==> src/rtl/rom_port_arbiter.sv <==
// ---------------------------------------------------------------------------
// rom_port_arbiter
//
// Shares one single-port synchronous program ROM (64 KB x 8) among three
// requesters: the HPS download writer (dl), the main CPU fetch port (cpu)
// and the sound CPU fetch port (snd). Downloads have absolute priority;
// cpu and snd are served round-robin. One grant per cycle, up to three
// transactions in flight, each completing two edges after its grant.
//
// Ports
//   clk_sys, reset_n          system clock, asynchronous active-low reset
//   dl_mode                   download window; holds off cpu/snd grants
//   dl_req/addr/data, dl_ack  download write port (ack = 1-cycle pulse)
//   cpu_req/addr, cpu_dout, cpu_ack   main CPU read port
//   snd_req/addr, snd_dout, snd_ack   sound CPU read port
//   ram_addr/we/d, ram_q      registered ROM controls, ROM read data
//   cpu_wait_cnt, snd_wait_cnt        contention counters
//
// Configuration
//   ROM_ARB_STATS_EN  when defined, the wait counters count cycles where a
//                     read port is eligible but not granted (saturating);
//                     when undefined they are tied to zero.
// ---------------------------------------------------------------------------
module rom_port_arbiter #(
   parameter int                 AW       = 16,
   parameter int                 SW       = 14,
   parameter logic [AW-SW-1:0]   SND_BASE = 2'b11
) (
   input  logic          clk_sys,
   input  logic          reset_n,
   input  logic          dl_mode,
   input  logic          dl_req,
   input  logic [24:0]   dl_addr,
   input  logic [7:0]    dl_data,
   output logic          dl_ack,
   input  logic          cpu_req,
   input  logic [AW-1:0] cpu_addr,
   output logic [7:0]    cpu_dout,
   output logic          cpu_ack,
   input  logic          snd_req,
   input  logic [SW-1:0] snd_addr,
   output logic [7:0]    snd_dout,
   output logic          snd_ack,
   output logic [AW-1:0] ram_addr,
   output logic          ram_we,
   output logic [7:0]    ram_d,
   input  logic [7:0]    ram_q,
   output logic [15:0]   cpu_wait_cnt,
   output logic [15:0]   snd_wait_cnt
);

   typedef enum logic [1:0] {TAG_NONE, TAG_DL, TAG_CPU, TAG_SND} tag_e;

   tag_e          grant;
   tag_e          tag_s1_q, tag_s1_d, tag_s2_q;
   logic          dl_busy_q, dl_busy_d;
   logic          cpu_busy_q, cpu_busy_d;
   logic          snd_busy_q, snd_busy_d;
   logic          rr_q, rr_d;          // 0: cpu preferred, 1: snd preferred
   logic [AW-1:0] ram_addr_q, ram_addr_d;
   logic          ram_we_q, ram_we_d;
   logic [7:0]    ram_d_q, ram_d_d;
   logic [7:0]    cpu_dout_q, cpu_dout_d;
   logic [7:0]    snd_dout_q, snd_dout_d;
   logic          dl_ack_q, dl_ack_d;
   logic          cpu_ack_q, cpu_ack_d;
   logic          snd_ack_q, snd_ack_d;

   logic dl_elig, cpu_elig, snd_elig;

   assign dl_elig  = dl_req  & ~dl_busy_q;
   assign cpu_elig = cpu_req & ~cpu_busy_q;
   assign snd_elig = snd_req & ~snd_busy_q;

   // Arbitration. rr always ends up pointing away from whichever read port
   // was just granted, even when that port was the only contender.
   always_comb begin
      // NOTE: every always_comb output gets a default first so no path leaves
      // it unassigned; otherwise synthesis infers a latch.
      grant = TAG_NONE;
      rr_d  = rr_q;
      if (dl_elig) begin
         grant = TAG_DL;
      end else if (!dl_mode) begin
         if (cpu_elig && snd_elig) grant = rr_q ? TAG_SND : TAG_CPU;
         else if (cpu_elig)        grant = TAG_CPU;
         else if (snd_elig)        grant = TAG_SND;
      end
      if (grant == TAG_CPU)      rr_d = 1'b1;
      else if (grant == TAG_SND) rr_d = 1'b0;
   end

   // Grant issue and completion. A port cannot complete and be regranted on
   // the same edge because busy is still set while its tag is in stage 2.
   always_comb begin
      tag_s1_d   = grant;
      ram_addr_d = ram_addr_q;
      ram_we_d   = 1'b0;
      ram_d_d    = ram_d_q;
      dl_busy_d  = dl_busy_q;
      cpu_busy_d = cpu_busy_q;
      snd_busy_d = snd_busy_q;
      cpu_dout_d = cpu_dout_q;
      snd_dout_d = snd_dout_q;
      dl_ack_d   = 1'b0;
      cpu_ack_d  = 1'b0;
      snd_ack_d  = 1'b0;

      unique case (tag_s2_q)
         TAG_DL:  begin dl_ack_d  = 1'b1; dl_busy_d  = 1'b0; end
         TAG_CPU: begin cpu_ack_d = 1'b1; cpu_busy_d = 1'b0; cpu_dout_d = ram_q; end
         TAG_SND: begin snd_ack_d = 1'b1; snd_busy_d = 1'b0; snd_dout_d = ram_q; end
         default: ;
      endcase

      unique case (grant)
         TAG_DL: begin
            ram_addr_d = dl_addr[AW-1:0];
            ram_d_d    = dl_data;
            // Addresses beyond the ROM are acknowledged but never written.
            ram_we_d   = (dl_addr[24:AW] == '0);
            dl_busy_d  = 1'b1;
         end
         TAG_CPU: begin
            ram_addr_d = cpu_addr;
            cpu_busy_d = 1'b1;
         end
         TAG_SND: begin
            ram_addr_d = {SND_BASE, snd_addr};
            snd_busy_d = 1'b1;
         end
         default: ;
      endcase
   end

   always_ff @(posedge clk_sys or negedge reset_n) begin
      if (!reset_n) begin
         tag_s1_q   <= TAG_NONE;
         tag_s2_q   <= TAG_NONE;
         dl_busy_q  <= 1'b0;
         cpu_busy_q <= 1'b0;
         snd_busy_q <= 1'b0;
         rr_q       <= 1'b0;
         ram_addr_q <= '0;
         ram_we_q   <= 1'b0;
         ram_d_q    <= '0;
         cpu_dout_q <= '0;
         snd_dout_q <= '0;
         dl_ack_q   <= 1'b0;
         cpu_ack_q  <= 1'b0;
         snd_ack_q  <= 1'b0;
      end else begin
         // NOTE: sequential state uses non-blocking assignments so every
         // register samples the pre-edge values, independent of statement order.
         tag_s1_q   <= tag_s1_d;
         tag_s2_q   <= tag_s1_q;
         dl_busy_q  <= dl_busy_d;
         cpu_busy_q <= cpu_busy_d;
         snd_busy_q <= snd_busy_d;
         rr_q       <= rr_d;
         ram_addr_q <= ram_addr_d;
         ram_we_q   <= ram_we_d;
         ram_d_q    <= ram_d_d;
         cpu_dout_q <= cpu_dout_d;
         snd_dout_q <= snd_dout_d;
         dl_ack_q   <= dl_ack_d;
         cpu_ack_q  <= cpu_ack_d;
         snd_ack_q  <= snd_ack_d;
      end
   end

   assign ram_addr = ram_addr_q;
   assign ram_we   = ram_we_q;
   assign ram_d    = ram_d_q;
   assign cpu_dout = cpu_dout_q;
   assign snd_dout = snd_dout_q;
   assign dl_ack   = dl_ack_q;
   assign cpu_ack  = cpu_ack_q;
   assign snd_ack  = snd_ack_q;

`ifdef ROM_ARB_STATS_EN
   logic [15:0] cpu_wait_q, snd_wait_q;

   // Cycles blocked by dl_mode count as waiting: the port is eligible.
   always_ff @(posedge clk_sys or negedge reset_n) begin
      if (!reset_n) begin
         cpu_wait_q <= '0;
         snd_wait_q <= '0;
      end else begin
         if (cpu_elig && (grant != TAG_CPU) && (cpu_wait_q != 16'hFFFF))
            cpu_wait_q <= cpu_wait_q + 16'd1;
         if (snd_elig && (grant != TAG_SND) && (snd_wait_q != 16'hFFFF))
            snd_wait_q <= snd_wait_q + 16'd1;
      end
   end

   assign cpu_wait_cnt = cpu_wait_q;
   assign snd_wait_cnt = snd_wait_q;
`else
   assign cpu_wait_cnt = '0;
   assign snd_wait_cnt = '0;
`endif

endmodule

==> config.mk <==
export PLATFORM = sky130hd
export DESIGN_NAME = rom_port_arbiter
export DESIGN_NICKNAME = d
export VERILOG_FILES = /design/src/rtl/rom_port_arbiter.sv
export SDC_FILE = /design/constraint.sdc
export NUM_CORES = 1
export LEC_CHECK = 0
export CAP_MARGIN = 0
export CORE_ASPECT_RATIO = 2
export CORE_UTILIZATION = 38
export DETAILED_ROUTE_END_ITERATION = 8
export DONT_BUFFER_PORTS = 1
export GPL_ROUTABILITY_DRIVEN = 0
export PLACE_DENSITY_LB_ADDON = 0.12
export SLEW_MARGIN = 10
export SYNTH_ARGS = -nofsm -noshare
export SYNTH_HDL_FRONTEND = slang
export SYNTH_SLANG_ARGS = --single-unit
==> constraint.sdc <==
create_clock -name clk_sys -period 2.8 [get_ports clk_sys]
set_input_delay 0.56 -clock clk_sys [delete_from_list [all_inputs] [get_ports clk_sys]]
set_output_delay 0.56 -clock clk_sys [all_outputs]
set_load 0.03 [all_outputs]
==> implementation parameters, run 1 <==
Parameter                              Value

Run status
  Run status ... completed

STA
  Worst Setup Slack, final ... slightly above 1 ns
  Final Hold Vio Count ... 0
  Minimum clock period after layout ... 1.78 ns
  Max-slew violation total from the final report ... 0
  Setup violations, final ... 0
  Slew at the pin closest to its max-slew limit ... 0.828 ns
  Slew margin rel. ... between 40 and 50%
  Final period utilization ... between 60% and 70%
  Setup repair after global routing missed its margin ... false
  Peak Freq ... about 0.56 GHz
  Largest clock skew in the final design ... roughly 0.007 ns
  Worst hold slack ... around 0.12 ns
  Final total negative setup slack ... 0 ns

Layout
  Final design instance area without fill ... between 2000 and 3000 um^2
  Layout cells sized above 1 ... 14.1%
  Fin nets ... 317
  Diodes inserted ... 0
  Post-route non-filler standard cell count ... approximately 330
  Layout-stage area growth over the synthesis result ... 4.88%

CTS
  CTS clk-pin slew, worst paths ... about 0.070 ns
  Post-CTS setup buffer count ... 0
  H-Tree Level Count ... 2
  TritonCTS Sinks ... 52
  Root buf cell ... sky130_fd_sc_hd__clkbuf_16
  Clock latency reported for the late side of the worst-skew pair ... roughly 0.29 ns
  Post-cts resize count ... 0
  Buffers from clock root to sink, at most ... 2
  CTS tree ... done
  Cts bufs inserted ... 5

Worst setup path
  Count of cells along the worst register-to-register path ... 5
  Cells along the critical path ... nor3b_4 -> buf_4 -> a21boi_1 -> a311oi_1 -> o21ai_1
  Critical Path End Type ... register
  Type of the worst setup path ... register to register
  Maximum fanout along the worst path ... 16
  Critical path's largest stage delay ... 0.50 ns
  Top Family by Delay on Critical Path ... simple AND/OR/NAND/NOR gates
  Arr. time, crit path ... 1.95 ns
  Kind of start point of the critical path ... register
  Logic depth of the worst path, buffers included ... 5
  Cell with the largest stage delay on the worst path ... sky130_fd_sc_hd__nor3b_4
  Sum of buffers and inverters on the critical path ... 1
  Required time of the critical path ... 2.97 ns

Synth
  Ys flop type ... sky130_fd_sc_hd__dfrtp_1
  #FFs+latches synth ... 52
  Top-count cell post-synth ... sky130_fd_sc_hd__dfrtp_1
  Sequential area share after synthesis ... between 50% and 60%
  Synth area leaders ... sky130_fd_sc_hd__dfrtp_1 51%, sky130_fd_sc_hd__buf_4 9.8%, sky130_fd_sc_hd__mux2_2 7.1%, sky130_fd_sc_hd__nand2_1 6.5%, sky130_fd_sc_hd__a311oi_1 4.8%
  Netlist cell types ... 32
  FFs w/ async S/R, synth ... 100%
  Warnings, synthesis ... 0
  Post-synthesis cell area ... about 2500 um^2
  Number of flops mapped to enable cells by yosys ... 0
  Most frequent cells after synthesis ... 52 x sky130_fd_sc_hd__dfrtp_1, 44 x sky130_fd_sc_hd__nand2_1, 33 x sky130_fd_sc_hd__buf_4
  Syn Inst Count ... between 200 and 250
  Top cell type's share of synthesized area ... about half
  Average cell area after synthesis ... approximately 10 um^2
  Cell accounting for the most synthesized area ... sky130_fd_sc_hd__dfrtp_1

Floorplanning
  Starting utilization of the core area ... 39.9%
  Num ports ... between 150 and 200
  Die Span Y ... about 120 um
  Standard-cell row count ... just over 40
  Width of the die ... about 60 um
  Placeable core region ... around 6400 um^2
  Die area ... 7030 um^2

Place
  Post-DP HPWL ... approximately 4100 um
  Post-placement setup slack ... slightly below 0.9 ns
  Cell area reported after detailed placement ... between 2000 and 2500 um^2
  Count of input and output buffers ... 0
  Number of placed instances, taps included ... around 320

Routing
  DR pass1 iterations ... 3
  Antenna Violating Nets Remaining ... 0
  DRT iter0 DRCs ... 40
  Vias after detailed routing ... about 1,700
  Detail-routed net length per standard cell ... ~17 um
  Post-route DRC violation count ... 0
  Total wire length after detailed routing ... roughly 5700 um
  Vias per inst ... between 5 and 6

Power
  Leakage dissipation ... between 1 and 1.5 nW
  Sw Share ... a little under half
  Switching power of the nets ... between 1.5 and 2 mW
  Power Density ... ~1200 nW/um^2
  Max VDD drop ... around 0.00039 V
  Gate power share ... a little over a fifth
  Clock power frac ... a little over a fifth
  Cell internal power dissipation ... 1.80 mW
  Register share of total power ... around 60%

Min path
  Path category of the worst min-delay check ... input port to asynchronous set/reset pin

Global routing
  Vias in the first global route ... 1,711
  Total Routing Usage GR ... ~17%
  Maximum number of pins on one net before global-route repair ... between 50 and 60
  Global-route wire length before repair ... approximately 8800 um
  Antenna violations before repair ... 0
  Residual overflow from global routing ... 0

Run
  Max-capacitance violation count ... 0
[worst register-to-register path: stages, from the launching register on]
cell,delay (ns)
sky130_fd_sc_hd__dfrtp_1,0.43
sky130_fd_sc_hd__nor3b_4,0.50
sky130_fd_sc_hd__buf_4,0.31
sky130_fd_sc_hd__a21boi_1,0.09
sky130_fd_sc_hd__a311oi_1,0.23
sky130_fd_sc_hd__o21ai_1,0.11
[final timing paths]
path                        startpoint           to  slack, ns
min in group clk_sys       dl_addr[16]       ram_we       0.33
setup reg to reg            snd_busy_q  ram_addr[0]       1.02
hold / removal                 reset_n  snd_dout[4]       0.12
max in group asynchronous      reset_n  ram_addr[4]       2.45
hold reg to reg            tag_s1_q[1]  tag_s2_q[1]       0.35
setup / recovery            snd_busy_q  ram_addr[0]       1.02
[layout make-up]
cell class                 instances  area (um^2)
sequential                        52         1300
timing repair buffer               4         50.0
clock buffer                       5          125
multi-input combinational        173         1020
inverter                           4         15.0
fill                             657         3700
tap                               86          108
clock inverter                     3         42.5
[through the flow]
stage | utilization, % | power [mW]
final | 41.8 | 3.32
after global routing | 41.8 | 3.51
after CTS | 41.8 | 3.37
after detailed placement | 38.8 | 2.65
after global placement | 38.8 | 2.63
after floorplan | - | 2.50
[logic make-up after synthesis]
kind of cell,Yosys count,share of synthesized area [%]
simple gates,57,10.3
buf+inv,50,13.5
other cells,1,0.148
flops,52,51.3
compound gates,68,17.7
mux,16,7.10
[state kept, by name (all words and copies together), names as in the netlist, 2 cells and up]
name      count
tag_s2_q      2
ram_d         8
ram_addr     16
cpu_dout      8
tag_s1_q      2
snd_dout      8
[metal layers]
layer  share of wire, %  wire length (um)  track usage (%)  vias to the layer above
met1                 37              2090             18.3                      797
met5                  0                 0                0                        -
met2                 55              3120             29.7                       87
met4                3.2               180             8.72                        0
met3                5.0               284             3.52                       10
li1                   -                 -                -                      776
[placed cells by master, fill, tap and decap left out, types with 3 or more instances in the layout]
cell type,count
sky130_fd_sc_hd__inv_1,4
sky130_fd_sc_hd__a21boi_1,14
sky130_fd_sc_hd__dfrtp_1,52
sky130_fd_sc_hd__a311oi_1,14
sky130_fd_sc_hd__clkbuf_16,5
sky130_fd_sc_hd__o21ai_0,17
sky130_fd_sc_hd__nand2_1,44
sky130_fd_sc_hd__mux2_2,16
sky130_fd_sc_hd__conb_1,32
sky130_fd_sc_hd__buf_4,3
sky130_fd_sc_hd__o21ai_1,14
[repair_timing]
action / CTS / global route
hold endpoints to repair: 52 / 0
hold buffers: 1 / 0
setup endpoints to repair: 0 / 0
[power groups by stage]
stage	Clock (mW)	Combinational, mW	Sequential (mW)
4_1_cts	0.713	0.708	1.95
3_5_place_dp	0	0.685	1.96
3_3_place_gp	0	0.671	1.96
5_1_grt	0.743	0.789	1.98
6_report	0.693	0.693	1.94
2_1_floorplan	0	0.622	1.88
Note: power is estimated with default switching activity, not from simulation.
==> inputs of run 2 (changes only) <==
- clock period: 2.8 -> 1.8 ns (I/O delays scaled with it)
==> implementation parameters, run 2 (synthesis results as in run 1) <==
Parameter                              Value

Routing
  Met1 WL ... 1990 um (-5.0%)
  Vias after detailed routing ... 1,726 (+3.4%)
  Post-route DRC violation count ... 0 (unchanged)
  DRT iter0 DRCs ... 70 (+75%)
  Vias per inst ... 5.20 (+1.8%)
  Uppermost routed layer ... met4
  Total wire length after detailed routing ... 5710 um (+0.62%)
  Antenna Violating Nets Remaining ... 0 (unchanged)
  Routed met2 length ... 3080 um (-1.2%)
  DR pass1 iterations ... 4 (+1)
  Metal3 WL ... 374 um (+32%)
  Detail-routed net length per standard cell ... 17.2 um (-0.90%)

Place
  Number of placed instances, taps included ... 323 (+1.6%)
  Count of input and output buffers ... 0 (unchanged)
  Cell area reported after detailed placement ... 2520 um^2 (+2.0%)
  Post-DP HPWL ... 4180 um (+0.69%)

Layout
  Layout cells sized above 1 ... 15.4% (+1.3 points)
  Flip-flop count of the largest register, all copies and words added ... 16 (unchanged)
  Post-route non-filler standard cell count ... 332 (+1.5%)
  Commonest cells after routing, fill and taps aside ... 52 x sky130_fd_sc_hd__dfrtp_1, 44 x sky130_fd_sc_hd__nand2_1, 32 x sky130_fd_sc_hd__conb_1
  Fin nets ... 323 (+1.9%)
  Final design instance area without fill ... 2740 um^2 (+2.9%)
  Utilization of the core after routing ... 43.1% (+1.2 points)
  Diodes inserted ... 0 (unchanged)
  Most common library cell in the layout ignoring fill and taps ... sky130_fd_sc_hd__dfrtp_1
  Layout-stage area growth over the synthesis result ... 7.94%

CTS
  Post-CTS setup buffer count ... 0 (unchanged)
  Cts bufs inserted ... 5 (unchanged)
  CTS clk-pin slew, worst paths ... 0.06 ns (about the same)
  CTS tree ... done
  H-Tree Level Count ... 2 (unchanged)
  Root buf cell ... sky130_fd_sc_hd__clkbuf_16
  TritonCTS Sinks ... 52 (unchanged)
  Buffers from clock root to sink, at most ... 2 (unchanged)
  Clock latency reported for the late side of the worst-skew pair ... 0.29 ns (about the same)
  Post-cts resize count ... 0 (unchanged)

STA
  Final total negative setup slack ... 0 ns (unchanged)
  Final period utilization ... 87.2% (+23 points)
  Peak Freq ... 0.637 GHz (+14%)
  Setup violations, final ... 0 (unchanged)
  Setup repair after global routing missed its margin ... false
  Max-slew violation total from the final report ... 0 (unchanged)
  Largest clock skew in the final design ... 0.00223 ns (-0.00473 ns)
  Slew at the pin closest to its max-slew limit ... 0.561 ns (-0.267 ns)
  Final Hold Vio Count ... 0 (unchanged)
  Minimum clock period after layout ... 1.57 ns (-0.214 ns)
  Slew margin rel. ... 62.6% (+18 points)

Global routing
  Vias in the first global route ... 1,708 (-0.18%)
  Maximum number of pins on one net before global-route repair ... 53 (unchanged)
  Total Routing Usage GR ... 17.1% (+0.14 points)
  Residual overflow from global routing ... 0 (unchanged)
  Global-route wire length before repair ... 8830 um (+0.16%)
  Antenna violations before repair ... 0 (unchanged)

Floorplanning
  Num ports ... 153 (unchanged)
  Width of the die ... 59.8 um (unchanged)
  Placeable core region ... 6360 um^2 (unchanged)
  Die Span Y ... 118 um (unchanged)
  Starting utilization of the core area ... 39.9% (unchanged)
  Die area ... 7030 um^2 (unchanged)
  Standard-cell row count ... 41 (unchanged)

Worst setup path
  CP startpoint ... cpu_busy_q
  Required time of the critical path ... 1.97 ns (-1.00 ns)
  Kind of start point of the critical path ... register
  Type of the worst setup path ... register to register
  Arr. time, crit path ... 1.73 ns (-0.22 ns)
  Critical Path End Type ... register
  Maximum fanout along the worst path ... 16 (unchanged)
  R2r startpoint ... cpu_busy_q

Power
  Gate power share ... 21.2% (+0.4 points)
  Max VDD drop ... 0.000800 V (+110%)
  Cell internal power dissipation ... 2.98 mW (+66%)
  Switching power of the nets ... 2.35 mW (+54%)
  Power Density ... 1950 nW/um^2 (+56%)
  Leakage dissipation ... 1.22 nW (+3.6%)
  Sw Share ... 44.0% (-1.7 points)
  Register share of total power ... 56.4% (-1.9 points)
  Power consumption ... 5.33 mW (+61%)
  Clock power frac ... 22.4% (+1.5 points)

Min path
  Path category of the worst min-delay check ... input port to register
  Startpoint of the tightest hold check path ... dl_addr[18]

Run
  Max-capacitance violation count ... 0 (unchanged)

Run status
  Run status ... completed
[run 2: changes by cell type in the layout (fill, tap and decap cells not counted), sizes merged]
cell,change
clkinv,-1
clkinvlp,-1
dlygate4sd3,+1
buf,+5
bufinv,+1
[run 2: routing by layer]
layer | vias to the layer above | GRT usage (%)
met1 | 826 | 17.6
met4 | 0 | 10.2
met2 | 100 | 29.4
met3 | 19 | 4.51
met5 | - | 0
li1 | 781 | -
[run 2: what timing repair did]
item | in CTS | in global routing
hold endpoints to repair | 52 | 0
endpoints found under the setup margin | 0 | 0
hold buffers | 2 | 0
[run 2: power groups by stage]
| stage | logic (mW) | registers (mW) | clock network (mW) |
|---|---|---|---|
| 2_1_floorplan | 0.967 | 2.92 | 0 |
| 3_3_place_gp | 1.10 | 3.03 | 0 |
| 3_5_place_dp | 1.12 | 3.05 | 0 |
| 4_1_cts | 1.16 | 3.02 | 1.24 |
| 5_1_grt | 1.28 | 3.07 | 1.29 |
| 6_report | 1.13 | 3.01 | 1.20 |
[run 2: critical path: stages, from the launching register on]
cell and delay, ns:
sky130_fd_sc_hd__dfrtp_1 0.39, sky130_fd_sc_hd__nand2b_1 0.19, sky130_fd_sc_hd__a21o_1 0.37, sky130_fd_sc_hd__a311oi_1 0.39, sky130_fd_sc_hd__o21ai_1 0.11
[run 2: through the flow]
stage	worst slack, ns	hold slack [ns]
4_1_cts	0.217	0.124
3_5_place_dp	0.223	0.0657
2_1_floorplan	0.442	0.0644
6_report	0.231	0.135
3_3_place_gp	0.208	0.0655
5_1_grt	0.145	0.122
[run 2: path summary, 6_finish.rpt]
kind | to | slack, ns | cells after the start
max in group asynchronous | ram_d[1] | 0.98 | 2
min in group asynchronous | snd_dout[2] | 0.58 | 2
min | ram_we | 0.13 | 1
max | ram_addr[8] | 0.23 | 4
max reg2reg | ram_addr[8] | 0.23 | 4
min reg2reg | tag_s2_q[0] | 0.35 | 0
[run 2: layout make-up]
cell class	instances	area, um^2
Clock inverter	2	60.1
Tap cell	86	108
Inverter	4	15.0
Multi-Input combinational cell	173	1020
Clock buffer	5	125
Fill cell	654	3620
Sequential cell	52	1300
Timing Repair Buffer	10	110
==> inputs of run 3 (changes only) <==
- CTS_CLUSTER_SIZE: unset -> 30
==> results of run 3 <==
No change in the layout: final DEF, timing and power equal those of run 2.
